<file path="src/rtl/game_pkg.sv">
// Shared types and constants for the obstacle-game sequencer.
package game_pkg;

  typedef enum logic [1:0] {
    MENU = 2'd0,
    PLAY = 2'd1,
    WON  = 2'd2,
    LOST = 2'd3
  } game_state_t;

  localparam int unsigned POS_W   = 10;
  localparam int unsigned LAP_W   = 8;
  localparam int unsigned LIVES_W = 4;
  localparam int unsigned HOLD_W  = 16;
  localparam int unsigned GRACE_W = 16;

  localparam int unsigned DEF_LAPS_TO_WIN = 8;
  localparam int unsigned DEF_RESULT_HOLD = 180;
  localparam int unsigned DEF_LIVES       = 3;
  localparam int unsigned DEF_GRACE_TICKS = 60;

endpackage

</file>
<file path="src/rtl/game_state_fsm_if.sv">
// Control/status bundle between the game sequencer and its neighbours.
interface game_state_fsm_if
  import game_pkg::*;
();

  logic               start;
  logic               collision;
  logic [POS_W-1:0]   obj_position_counter;
  logic               menuScreen;
  logic               playerWon;
  logic               playerLost;
  logic [LAP_W-1:0]   lap_count;
  logic [LIVES_W-1:0] lives_left;

  modport master (
    output start, collision, obj_position_counter,
    input  menuScreen, playerWon, playerLost, lap_count, lives_left
  );

  modport slave (
    input  start, collision, obj_position_counter,
    output menuScreen, playerWon, playerLost, lap_count, lives_left
  );

endinterface

</file>
<file path="src/rtl/game_state_fsm_rise_edge.sv">
// Registered rising-edge detector; reset value of the history flop is configurable
// so a level held through reset can be made to look "already high".
module rise_edge #(
  parameter logic RST_VAL = 1'b1
) (
  input  logic clk,
  input  logic reset,
  input  logic d,
  output logic rise_c
);

  logic d_q;

  // History flop for edge detection.
  always_ff @(posedge clk) begin
    if (reset) d_q <= RST_VAL;
    else       d_q <= d;
  end

  assign rise_c = d & ~d_q;

endmodule

</file>
<file path="src/rtl/game_state_fsm.sv">
// Game sequencer: MENU -> PLAY -> WON/LOST -> MENU, with lap counting.
// Optional feature macro: GAME_LIVES_EN (multiple lives with a post-hit grace window).
module game_state_fsm
  import game_pkg::*;
#(
  parameter int unsigned LAPS_TO_WIN = DEF_LAPS_TO_WIN,
  parameter int unsigned RESULT_HOLD = DEF_RESULT_HOLD,
  parameter int unsigned LIVES       = DEF_LIVES,
  parameter int unsigned GRACE_TICKS = DEF_GRACE_TICKS
) (
  input logic             clk,
  input logic             reset,
  game_state_fsm_if.slave bus
);

  localparam logic [HOLD_W-1:0] HOLD_LAST = HOLD_W'(RESULT_HOLD - 1);
  localparam logic [LAP_W-1:0]  LAP_WIN   = LAP_W'(LAPS_TO_WIN);
  localparam logic [LAP_W-1:0]  LAP_MAX   = '1;

  // Elaboration-time range check on the configuration.
  if (LAPS_TO_WIN < 1 || LAPS_TO_WIN > 255 || RESULT_HOLD < 1 || RESULT_HOLD > 65535 ||
      LIVES < 1 || LIVES > 15 || GRACE_TICKS < 1 || GRACE_TICKS > 65535) begin : g_bad_cfg
    $error("game_state_fsm: parameter out of range");
  end

  game_state_t        state;
  logic               menu_screen;
  logic               player_won;
  logic               player_lost;
  logic [LAP_W-1:0]   lap_count;
  logic [POS_W-1:0]   prev_pos;
  logic [HOLD_W-1:0]  hold_cnt;
  logic               start_rise_c;
  logic               lap_seen_c;
  logic [LAP_W-1:0]   lap_inc_c;
  logic               win_c;
  logic               lose_c;

`ifdef GAME_LIVES_EN
  localparam logic [LIVES_W-1:0] LIVES_INIT = LIVES_W'(LIVES);
  localparam logic [GRACE_W-1:0] GRACE_INIT = GRACE_W'(GRACE_TICKS);
  logic [LIVES_W-1:0] lives_left;
  logic [GRACE_W-1:0] grace_cnt;
  logic               hit_c;
`endif

  // Start button edge; history resets high so a held button never auto-starts.
  rise_edge #(.RST_VAL(1'b1)) u_start_edge (
    .clk    (clk),
    .reset  (reset),
    .d      (bus.start),
    .rise_c (start_rise_c)
  );

  // Lap detection and win/lose decisions for the PLAY state.
  always_comb begin
    lap_seen_c = bus.obj_position_counter < prev_pos;
    lap_inc_c  = (lap_count == LAP_MAX) ? lap_count : lap_count + LAP_W'(1);
    win_c      = lap_seen_c && (lap_inc_c == LAP_WIN);
`ifdef GAME_LIVES_EN
    hit_c      = bus.collision && (grace_cnt == '0);
    lose_c     = hit_c && (lives_left <= LIVES_W'(1));
`else
    lose_c     = bus.collision;
`endif
  end

  // Sequencer state, registered control outputs and counters.
  always_ff @(posedge clk) begin
    if (reset) begin
      state       <= MENU;
      menu_screen <= 1'b1;
      player_won  <= 1'b0;
      player_lost <= 1'b0;
      lap_count   <= '0;
      prev_pos    <= '0;
      hold_cnt    <= '0;
`ifdef GAME_LIVES_EN
      lives_left  <= LIVES_INIT;
      grace_cnt   <= '0;
`endif
    end else begin
      case (state)
        MENU: begin
          if (start_rise_c) begin
            state       <= PLAY;
            menu_screen <= 1'b0;
            prev_pos    <= '0;
            lap_count   <= '0;
`ifdef GAME_LIVES_EN
            grace_cnt   <= '0;
`endif
          end
        end

        PLAY: begin
          prev_pos <= bus.obj_position_counter;
          if (lap_seen_c) lap_count <= lap_inc_c;
`ifdef GAME_LIVES_EN
          if (grace_cnt != '0) begin
            grace_cnt <= grace_cnt - GRACE_W'(1);
          end else if (hit_c) begin
            lives_left <= lives_left - LIVES_W'(1);
            grace_cnt  <= GRACE_INIT;
          end
`endif
          if (lose_c) begin
            state       <= LOST;
            player_lost <= 1'b1;
            hold_cnt    <= '0;
          end else if (win_c) begin
            state      <= WON;
            player_won <= 1'b1;
            hold_cnt   <= '0;
          end
        end

        WON, LOST: begin
          hold_cnt <= hold_cnt + HOLD_W'(1);
          if (start_rise_c || hold_cnt == HOLD_LAST) begin
            state       <= MENU;
            menu_screen <= 1'b1;
            player_won  <= 1'b0;
            player_lost <= 1'b0;
            lap_count   <= '0;
`ifdef GAME_LIVES_EN
            lives_left  <= LIVES_INIT;
`endif
          end
        end

        default: begin
          state       <= MENU;
          menu_screen <= 1'b1;
          player_won  <= 1'b0;
          player_lost <= 1'b0;
          lap_count   <= '0;
        end
      endcase
    end
  end

  assign bus.menuScreen = menu_screen;
  assign bus.playerWon  = player_won;
  assign bus.playerLost = player_lost;
  assign bus.lap_count  = lap_count;
`ifdef GAME_LIVES_EN
  assign bus.lives_left = lives_left;
`else
  assign bus.lives_left = '0;
`endif

endmodule

</file>
<file path="src/flat_wrapper.sv">
// flat-port wrapper written by rule: the top's interface ports become plain ports
module game_state_fsm_flat import game_pkg::*;
#(
  parameter int unsigned LAPS_TO_WIN = DEF_LAPS_TO_WIN,
  parameter int unsigned RESULT_HOLD = DEF_RESULT_HOLD,
  parameter int unsigned LIVES       = DEF_LIVES,
  parameter int unsigned GRACE_TICKS = DEF_GRACE_TICKS
)
  (clk, reset, bus_start, bus_collision, bus_obj_position_counter, bus_menuScreen, bus_playerWon, bus_playerLost, bus_lap_count, bus_lives_left);
  game_state_fsm_if bus_i ();
  input logic clk;
  input logic reset;
  input wire logic [$bits(bus_i.start)-1:0] bus_start;
  input wire logic [$bits(bus_i.collision)-1:0] bus_collision;
  input wire logic [$bits(bus_i.obj_position_counter)-1:0] bus_obj_position_counter;
  output wire logic [$bits(bus_i.menuScreen)-1:0] bus_menuScreen;
  output wire logic [$bits(bus_i.playerWon)-1:0] bus_playerWon;
  output wire logic [$bits(bus_i.playerLost)-1:0] bus_playerLost;
  output wire logic [$bits(bus_i.lap_count)-1:0] bus_lap_count;
  output wire logic [$bits(bus_i.lives_left)-1:0] bus_lives_left;
  assign bus_i.start = bus_start;
  assign bus_i.collision = bus_collision;
  assign bus_i.obj_position_counter = bus_obj_position_counter;
  assign bus_menuScreen = bus_i.menuScreen;
  assign bus_playerWon = bus_i.playerWon;
  assign bus_playerLost = bus_i.playerLost;
  assign bus_lap_count = bus_i.lap_count;
  assign bus_lives_left = bus_i.lives_left;
  game_state_fsm #(.LAPS_TO_WIN(LAPS_TO_WIN), .RESULT_HOLD(RESULT_HOLD), .LIVES(LIVES), .GRACE_TICKS(GRACE_TICKS)) u_core (.clk(clk), .reset(reset), .bus(bus_i));
endmodule
</file>
<file path="config.mk">
export PLATFORM = sky130hd
export DESIGN_NAME = game_state_fsm_flat
export DESIGN_NICKNAME = d
export VERILOG_FILES = /design/src/rtl/game_pkg.sv /design/src/rtl/game_state_fsm_if.sv /design/src/rtl/game_state_fsm_rise_edge.sv /design/src/rtl/game_state_fsm.sv /design/src/flat_wrapper.sv
export SDC_FILE = /design/constraint.sdc
export NUM_CORES = 1
export LEC_CHECK = 0
export ABC_AREA = 1
export CORE_ASPECT_RATIO = 1.5
export CORE_MARGIN = 1
export CORE_UTILIZATION = 50
export CTS_CLUSTER_DIAMETER = 40
export CTS_CLUSTER_SIZE = 28
export DETAILED_ROUTE_END_ITERATION = 8
export PLACE_DENSITY_LB_ADDON = 0.08
export SKIP_LAST_GASP = 1
export SLEW_MARGIN = 10
export SYNTH_ARGS = -nofsm -noshare
export SYNTH_HDL_FRONTEND = slang
export SYNTH_HIERARCHICAL = 1
export SYNTH_SLANG_ARGS = --single-unit
</file>
<file path="constraint.sdc">
create_clock -name clk -period 2.5 [get_ports clk]
set_clock_uncertainty 0.15 [all_clocks]
set_input_delay 0.5 -clock clk [delete_from_list [all_inputs] [get_ports clk]]
set_output_delay 0.5 -clock clk [all_outputs]
set_load 0.02 [all_outputs]
</file>
==> out/qor.tcl, run 1 <==
set qor(run_status) {complete, no violations}
set qor(layout_min_cycle_time_ns) 2.31
set qor(design_power_total_w) 0.00149
set qor(clock_insertion_delay_worst_skew_ns) 0.29
set qor(post-place-ws_ns) -0.118
set qor(worstHoldPathType) {reg -> reg}
set qor(detail-route-antenna-nets) 0
set qor(wl_met1_um) 2360
set qor(routabilityCongestion) 0.901
set qor(grt_first_pass_wirelength_um) 9570
set qor(worst_ir_drop_vdd_v) 0.000397
set qor(synth_cell_type_count) 36
set qor(fin_setup_tns_ns) 0
set qor(tritoncts.num_buffers) 5
set qor(ys.warnings.count) 6
set qor(setup.worst_path.start_class) {input port}
set qor(critical-path-slowest-cell) {clkdlybuf4s50_1}
set qor(grt_start_max_net_pins) 32
set qor(worstSetupEndpointType) {flop}
set qor(seq_cells_post_synth) 40
set qor(synthCells) 348
set qor(cts.repair_timing.setup_buffer_count) 0
set qor(routed_wl_um) 5630
set qor(track_usage_pct) 23.8
set qor(placement_cell_area_um2) 2870
set qor(primary_ff_master_synth) {dfxtp_1}
set qor(fillerInstances) 457
set qor(die_height_um) 88.0
set qor(synth_enable_flop_cells) 0
set qor(cts_tree) {done}
set qor(cts_buffer_depth) 2
set qor(async_flop_share_pct) 0
set qor(layout.core_utilization_pct) 64.1
set qor(yosys.cell_count.top_type) {nand2_1}
set qor(remaining_drc_errors) 0
set qor(post_synth_instance_area_um2) 2470
set qor(synth_top_cells_by_area) {dfxtp_1 (32%), nand2_1 (11%), a21oi_1 (6.9%)}
set qor(dr.max_layer_used) {met4}
set qor(detail_route.wl_per_cell_um) 12.5
set qor(grt_overflow_total) 0
set qor(power.density_nw_per_um2) 504
set qor(cts-hold-fix-buffers) 0
set qor(synth_sequential_area_ratio_pct) 32.5
set qor(timing_max_transition_violations_final) 0
set qor(ctsResizeCount) 0
set qor(clock_sinks) 40
set qor(core-area_um2) 4620
set qor(report.final.setup_viol) 0
set qor(postLayoutCellArea_um2) 2960
set qor(required_ns) 2.52
set qor(critPathBufInv) 3
set qor(fp.dieArea_um2) 5230
set qor(ioPinCount) 29
set qor(p_leak_nw) 1.10
set qor(cts_htree_levels) 2
set qor(max_clock_freq_mhz) 432
set qor(critPathTopFamily) {buffers and inverters}
set qor(synth_top_cells_by_count) {nand2_1 (73), dfxtp_1 (40), inv_1 (39)}
set qor(layout_nets) 410
set qor(detailroute.wirelength.met2_um) 3060
set qor(timing_worst_setup_path_type) {in -> reg}
set qor(final_layout_size_suffix_gt1_share_pct) 16.1
set qor(detailedPlacementHpwl_um) 4210
set qor(vias) 2358
set qor(via_count_normalized_by_instance_count) 5.24
set qor(final_critical_path_setup_slack_ns) 0.186
set qor(max_cap_viols) 0
set qor(slowest_cell_delay_on_critical_path_ns) 0.44
set qor(worstPathArrival_ns) 2.33
set qor(drt_iter0_markers) 104
set qor(die_width_um) 59.4
set qor(highest_net_fanout_along_the_worst_path) 7
set qor(netlist.top_cell.by_area) {dfxtp_1}
set qor(cts_root_buffer) {clkbuf_8}
set qor(finalCritPeriodShare_pct) 92.6
set qor(regToRegStartpoint) {u_core/bus.lap_count[1]}
set qor(critPathMostFrequentCell) {nand3_2}
set qor(floorplan.rows) 30
set qor(number_of_global_route_vias_before_repair) 2233
set qor(path_cells) {clkdlybuf4s50_1, ha_1, a21oi_1, o21a_1, nand3_1, inv_2, nand3_2, nand2_2, nand2_4, buf_12, nand3_2, a21oi_2}
set qor(path_clk_slew_ns) 0.07
set qor(rsz0062_at_grt) {no}
set qor(syn2layout_area_growth_pct) 20.0
set qor(initial_util_pct) 53.4
set qor(yosysTopAreaCellShare_pct) 32.5
set qor(placement.io_buffers) 24
set qor(post_synth.cell_area_avg_um2) 7.09
set qor(grt_antenna_before_repair) 0
set qor(hold_violations) 0
set qor(detail_route.first_pass.iterations) 4
set qor(n_antenna_cell) 0
set qor(met3RoutedLength_um) 117
set qor(startpoint) {bus_obj_position_counter[9]}
set qor(holdCritStartpoint) {u_core/bus.playerWon}
==> worst reg2reg max path: cells and delay by family, from the launching register on <==
kind	cells	cell delay (ns)
compound gates	1	0.05
fa+ha+maj	1	0.23
buf+inv	1	0.17
flops	1	0.34
simple gates	10	1.10
==> placed cells by master, fill, tap and decap left out, types with 4 or more instances in the layout <==
master            n
nand2_1          73
dfxtp_1          40
inv_1            39
a21oi_1          34
nand3_1          27
clkdlybuf4s50_1  24
nor2_1           22
buf_4            16
o21ai_0          16
nand3_2          11
ha_1             11
a21oi_2           9
nand4_1           7
clkbuf_8          6
nor3_1            5
nand2_2           4
conb_1            4
==> state kept, by name, summed over array words and instances (netlist names) <==
signal	count
u_core/bus.playerWon	1
u_core/bus.lap_count	8
u_core/prev_pos	10
u_core/bus.menuScreen	1
u_core/hold_cnt	16
u_core/u_start_edge/d_q	1
u_core/state	2
u_core/bus.playerLost	1
==> final timing paths <==
kind | cells past startpoint | end | slack (ns)
worst min register to register | 2 | u_core/bus.playerWon | 0.30
worst max-delay path | 12 | u_core/hold_cnt[14] | 0.19
worst max register to register | 13 | u_core/hold_cnt[14] | 0.35
worst min-delay path | 2 | u_core/bus.playerWon | 0.30
==> through the flow <==
| stage | cells | hold slack, ns |
|---|---|---|
| finish | 450 | 0.302 |
| global route | 450 | 0.334 |
| CTS | 450 | 0.310 |
| detailed placement | 442 | 0.300 |
| global placement | 442 | 0.288 |
| floorplan | 351 | 0.291 |
==> area by class of cell <==
type	count	area, um^2	share of cell area (%)
Sequential cell	40	801	27.0
Tap cell	64	80.1	2.70
Multi-Input combinational cell	253	1430	48.2
Inverter	43	161	5.45
Timing Repair Buffer	42	400	13.5
Clock buffer	8	90.1	3.04
==> where the power goes <==
group / switching, W / internal, W / leakage [nW] / total, W
combinational: 0.000210 / 0.000153 / 0.734 / 0.000363
clock: 0.000220 / 0.000225 / 0.0455 / 0.000445
sequential: 0.0000179 / 0.000667 / 0.324 / 0.000685
total: 0.000447 / 0.00105 / 1.10 / 0.00149
==> kinds of logic after synthesis <==
logic type	count (synthesis)	share of synthesized area, %
AND/OR/NAND/NOR	165	33.6
adder cells (fa/ha/maj)	11	5.58
other	1	0.152
XOR/XNOR	3	1.07
buffers and inverters	58	10.1
AO/OA/AOI/OAI	70	17.0
flip-flops	40	32.5
==> per-layer routing <==
layer  global-route usage, %  vias up
li1                        -     1215
met2                    45.6       31
met1                    25.2     1102
met4                    9.31        0
met3                    3.25       10
met5                       0        -
Note: power is estimated with default switching activity, not from simulation.
==> run 2: changes to the inputs <==
- CAP_MARGIN: not set -> 25
- CTS_BUF_LIST: not set -> sky130_fd_sc_hd__clkbuf_16
==> run 2 against run 1 <==
Net effect:
- count of clock-buffer cells in the layout is 3 lower
- final cell count unchanged
- sequential share of layout area shrank 0.42 points
- flip-flop and latch count unchanged
- via count grew 0.68%
- critical path type unchanged
- largest cell class unchanged
- highest routed layer unchanged
==> out/qor.tcl, run 2 (synthesis gave the netlist of run 1 again) <==
set qor(detail_route.first_pass.iterations) 4
set qor(final_layout_size_suffix_gt1_share_pct) 15.8
set qor(via_count_normalized_by_instance_count) 5.28
set qor(clock_insertion_delay_worst_skew_ns) 0.28
set qor(grt_first_pass_wirelength_um) 9750
set qor(p_leak_nw) 1.13
set qor(critical-path-slowest-cell) {clkdlybuf4s50_1}
set qor(run_status) {complete, no violations}
set qor(timing.reg2reg.setup_slack_ns) 0.35
set qor(die_height_um) 88.0
set qor(track_usage_pct) 24.4
set qor(path_cells) {clkdlybuf4s50_1, ha_1, a21oi_1, o21a_1, nand3_1, inv_2, nand3_2, nand2_2, nand2_4, buf_12, nand3_2, a21oi_2}
set qor(ctsResizeCount) 0
set qor(layout_commonest_cell) {nand2_1}
set qor(worst_ir_drop_vdd_v) 0.000424
set qor(post-place-cells) 442
set qor(detail-route-antenna-nets) 0
set qor(grt_antenna_before_repair) 0
set qor(cts_root_buffer) {clkbuf_16}
set qor(report.final.setup_viol) 0
set qor(max_clock_freq_mhz) 428
set qor(detailedPlacementHpwl_um) 4210
set qor(syn2layout_area_growth_pct) 21.9
set qor(fillerInstances) 456
set qor(fp.dieArea_um2) 5230
set qor(timing.reg2reg.worst_path_depth) 13
set qor(largest-register) {u_core/hold_cnt}
set qor(ioPinCount) 29
set qor(largest_register_ff_count) 16
set qor(remaining_drc_errors) 0
set qor(timing_worst_setup_path_type) {in -> reg}
set qor(initial_util_pct) 53.4
set qor(vias) 2374
set qor(routed_wl_um) 5750
set qor(clock_sinks) 40
set qor(layout_min_cycle_time_ns) 2.34
set qor(timing_max_transition_violations_final) 0
set qor(highest_net_fanout_along_the_worst_path) 7
set qor(drt_iter0_markers) 104
set qor(worstPathArrival_ns) 2.34
set qor(cts_buffer_depth) 2
set qor(whs_path_depth) 2
set qor(cts_tree) {done}
set qor(number_of_global_route_vias_before_repair) 2287
set qor(n_antenna_cell) 0
set qor(placement.io_buffers) 24
set qor(setup.worst_path.start_class) {input port}
set qor(reg.largest.list) {u_core/hold_cnt: 16 flops, u_core/prev_pos: 10 flops, u_core/bus.lap_count: 8 flops}
set qor(fin_cells) 450
set qor(max_cap_viols) 0
set qor(min_delay_worst_endpoint) {u_core/bus.playerWon}
set qor(detail_route.wl_per_cell_um) 12.8
set qor(slowest_cell_delay_on_critical_path_ns) 0.44
set qor(cts_htree_levels) 2
set qor(tritoncts.num_buffers) 5
set qor(cts.repair_timing.setup_buffer_count) 0
set qor(timing.rr.end) {u_core/hold_cnt[14]}
set qor(placement_cell_area_um2) 2870
set qor(cts-hold-fix-buffers) 0
set qor(floorplan.rows) 30
set qor(grt_overflow_total) 0
set qor(routabilityCongestion) 0.901
set qor(critPathMostFrequentCell) {nand3_2}
set qor(final_cell_mix) {nand2_1 (73), inv_1 (41), dfxtp_1 (40)}
set qor(holdCritStartpoint) {u_core/bus.playerWon}
set qor(power.density_nw_per_um2) 549
set qor(rsz0062_at_grt) {no}
set qor(finalCritPeriodShare_pct) 93.6
set qor(postLayoutCellArea_um2) 3010
set qor(required_ns) 2.50
set qor(worstHoldPathType) {reg -> reg}
set qor(die_width_um) 59.4
set qor(path_clk_slew_ns) 0.05
set qor(layout_nets) 410
set qor(worstSetupEndpointType) {flop}
set qor(core-area_um2) 4620
set qor(regToRegStartpoint) {u_core/bus.lap_count[1]}
set qor(grt_start_max_net_pins) 32
set qor(hold_violations) 0
-- run 2: worst max path at each step --
stage                                           start                  end  slack (ns)  cells past startpoint
after floorplan               u_core/bus.lap_count[1]   u_core/hold_cnt[4]        0.36                     15
after global placement    bus_obj_position_counter[7]  u_core/hold_cnt[14]       -0.08                     12
after detailed placement  bus_obj_position_counter[9]  u_core/hold_cnt[14]       -0.12                     12
after CTS                 bus_obj_position_counter[5]  u_core/hold_cnt[14]        0.15                     13
after global routing      bus_obj_position_counter[5]   u_core/hold_cnt[3]        0.02                     13
final                     bus_obj_position_counter[9]  u_core/hold_cnt[14]        0.16                     12
-- run 2: through the flow --
stage	utilization, %	setup slack (ns)	power [W]	TNS, ns	hold slack, ns
finish	65.1	0.161	0.00165	0	0.301
global route	65.1	0.0188	0.00174	0	0.330
CTS	65.1	0.151	0.00167	0	0.307
detailed placement	62.2	-0.118	0.00106	-2.28	0.300
global placement	62.2	-0.0835	0.00106	-1.36	0.288
floorplan	-	0.363	0.000921	0	0.291
-- run 2: metal layers --
metal  routed length, um  GRT usage [%]
met3                 129           3.69
met1                2340           24.8
met5                   0              0
met4                 103           9.31
met2                3180           47.7
-- run 2: area by class of cell --
cell class / instances / area [um^2] / area share (%)
Tap cell: 64 / 80.1 / 2.66
Sequential cell: 40 / 801 / 26.6
Multi-Input combinational cell: 253 / 1430 / 47.5
Clock buffer: 5 / 125 / 4.16
Inverter: 43 / 161 / 5.37
Clock inverter: 3 / 11.3 / 0.375
Timing Repair Buffer: 42 / 400 / 13.3
-- run 2: report_power, final --
| part | total (W) | switching [W] | internal, W |
|---|---|---|---|
| Clock | 0.000598 | 0.000239 | 0.000359 |
| Sequential | 0.000687 | 0.0000184 | 0.000668 |
| Combinational | 0.000365 | 0.000212 | 0.000153 |
| Total | 0.00165 | 0.000469 | 0.00118 |
-- run 2: worst max-delay path: cells and delay by family --
| kind | cells | cell delay [ns] |
|---|---|---|
| AO/OA/AOI/OAI | 3 | 0.34 |
| adder cells (fa/ha/maj) | 1 | 0.34 |
| buffers and inverters | 3 | 0.72 |
| AND/OR/NAND/NOR | 5 | 0.44 |
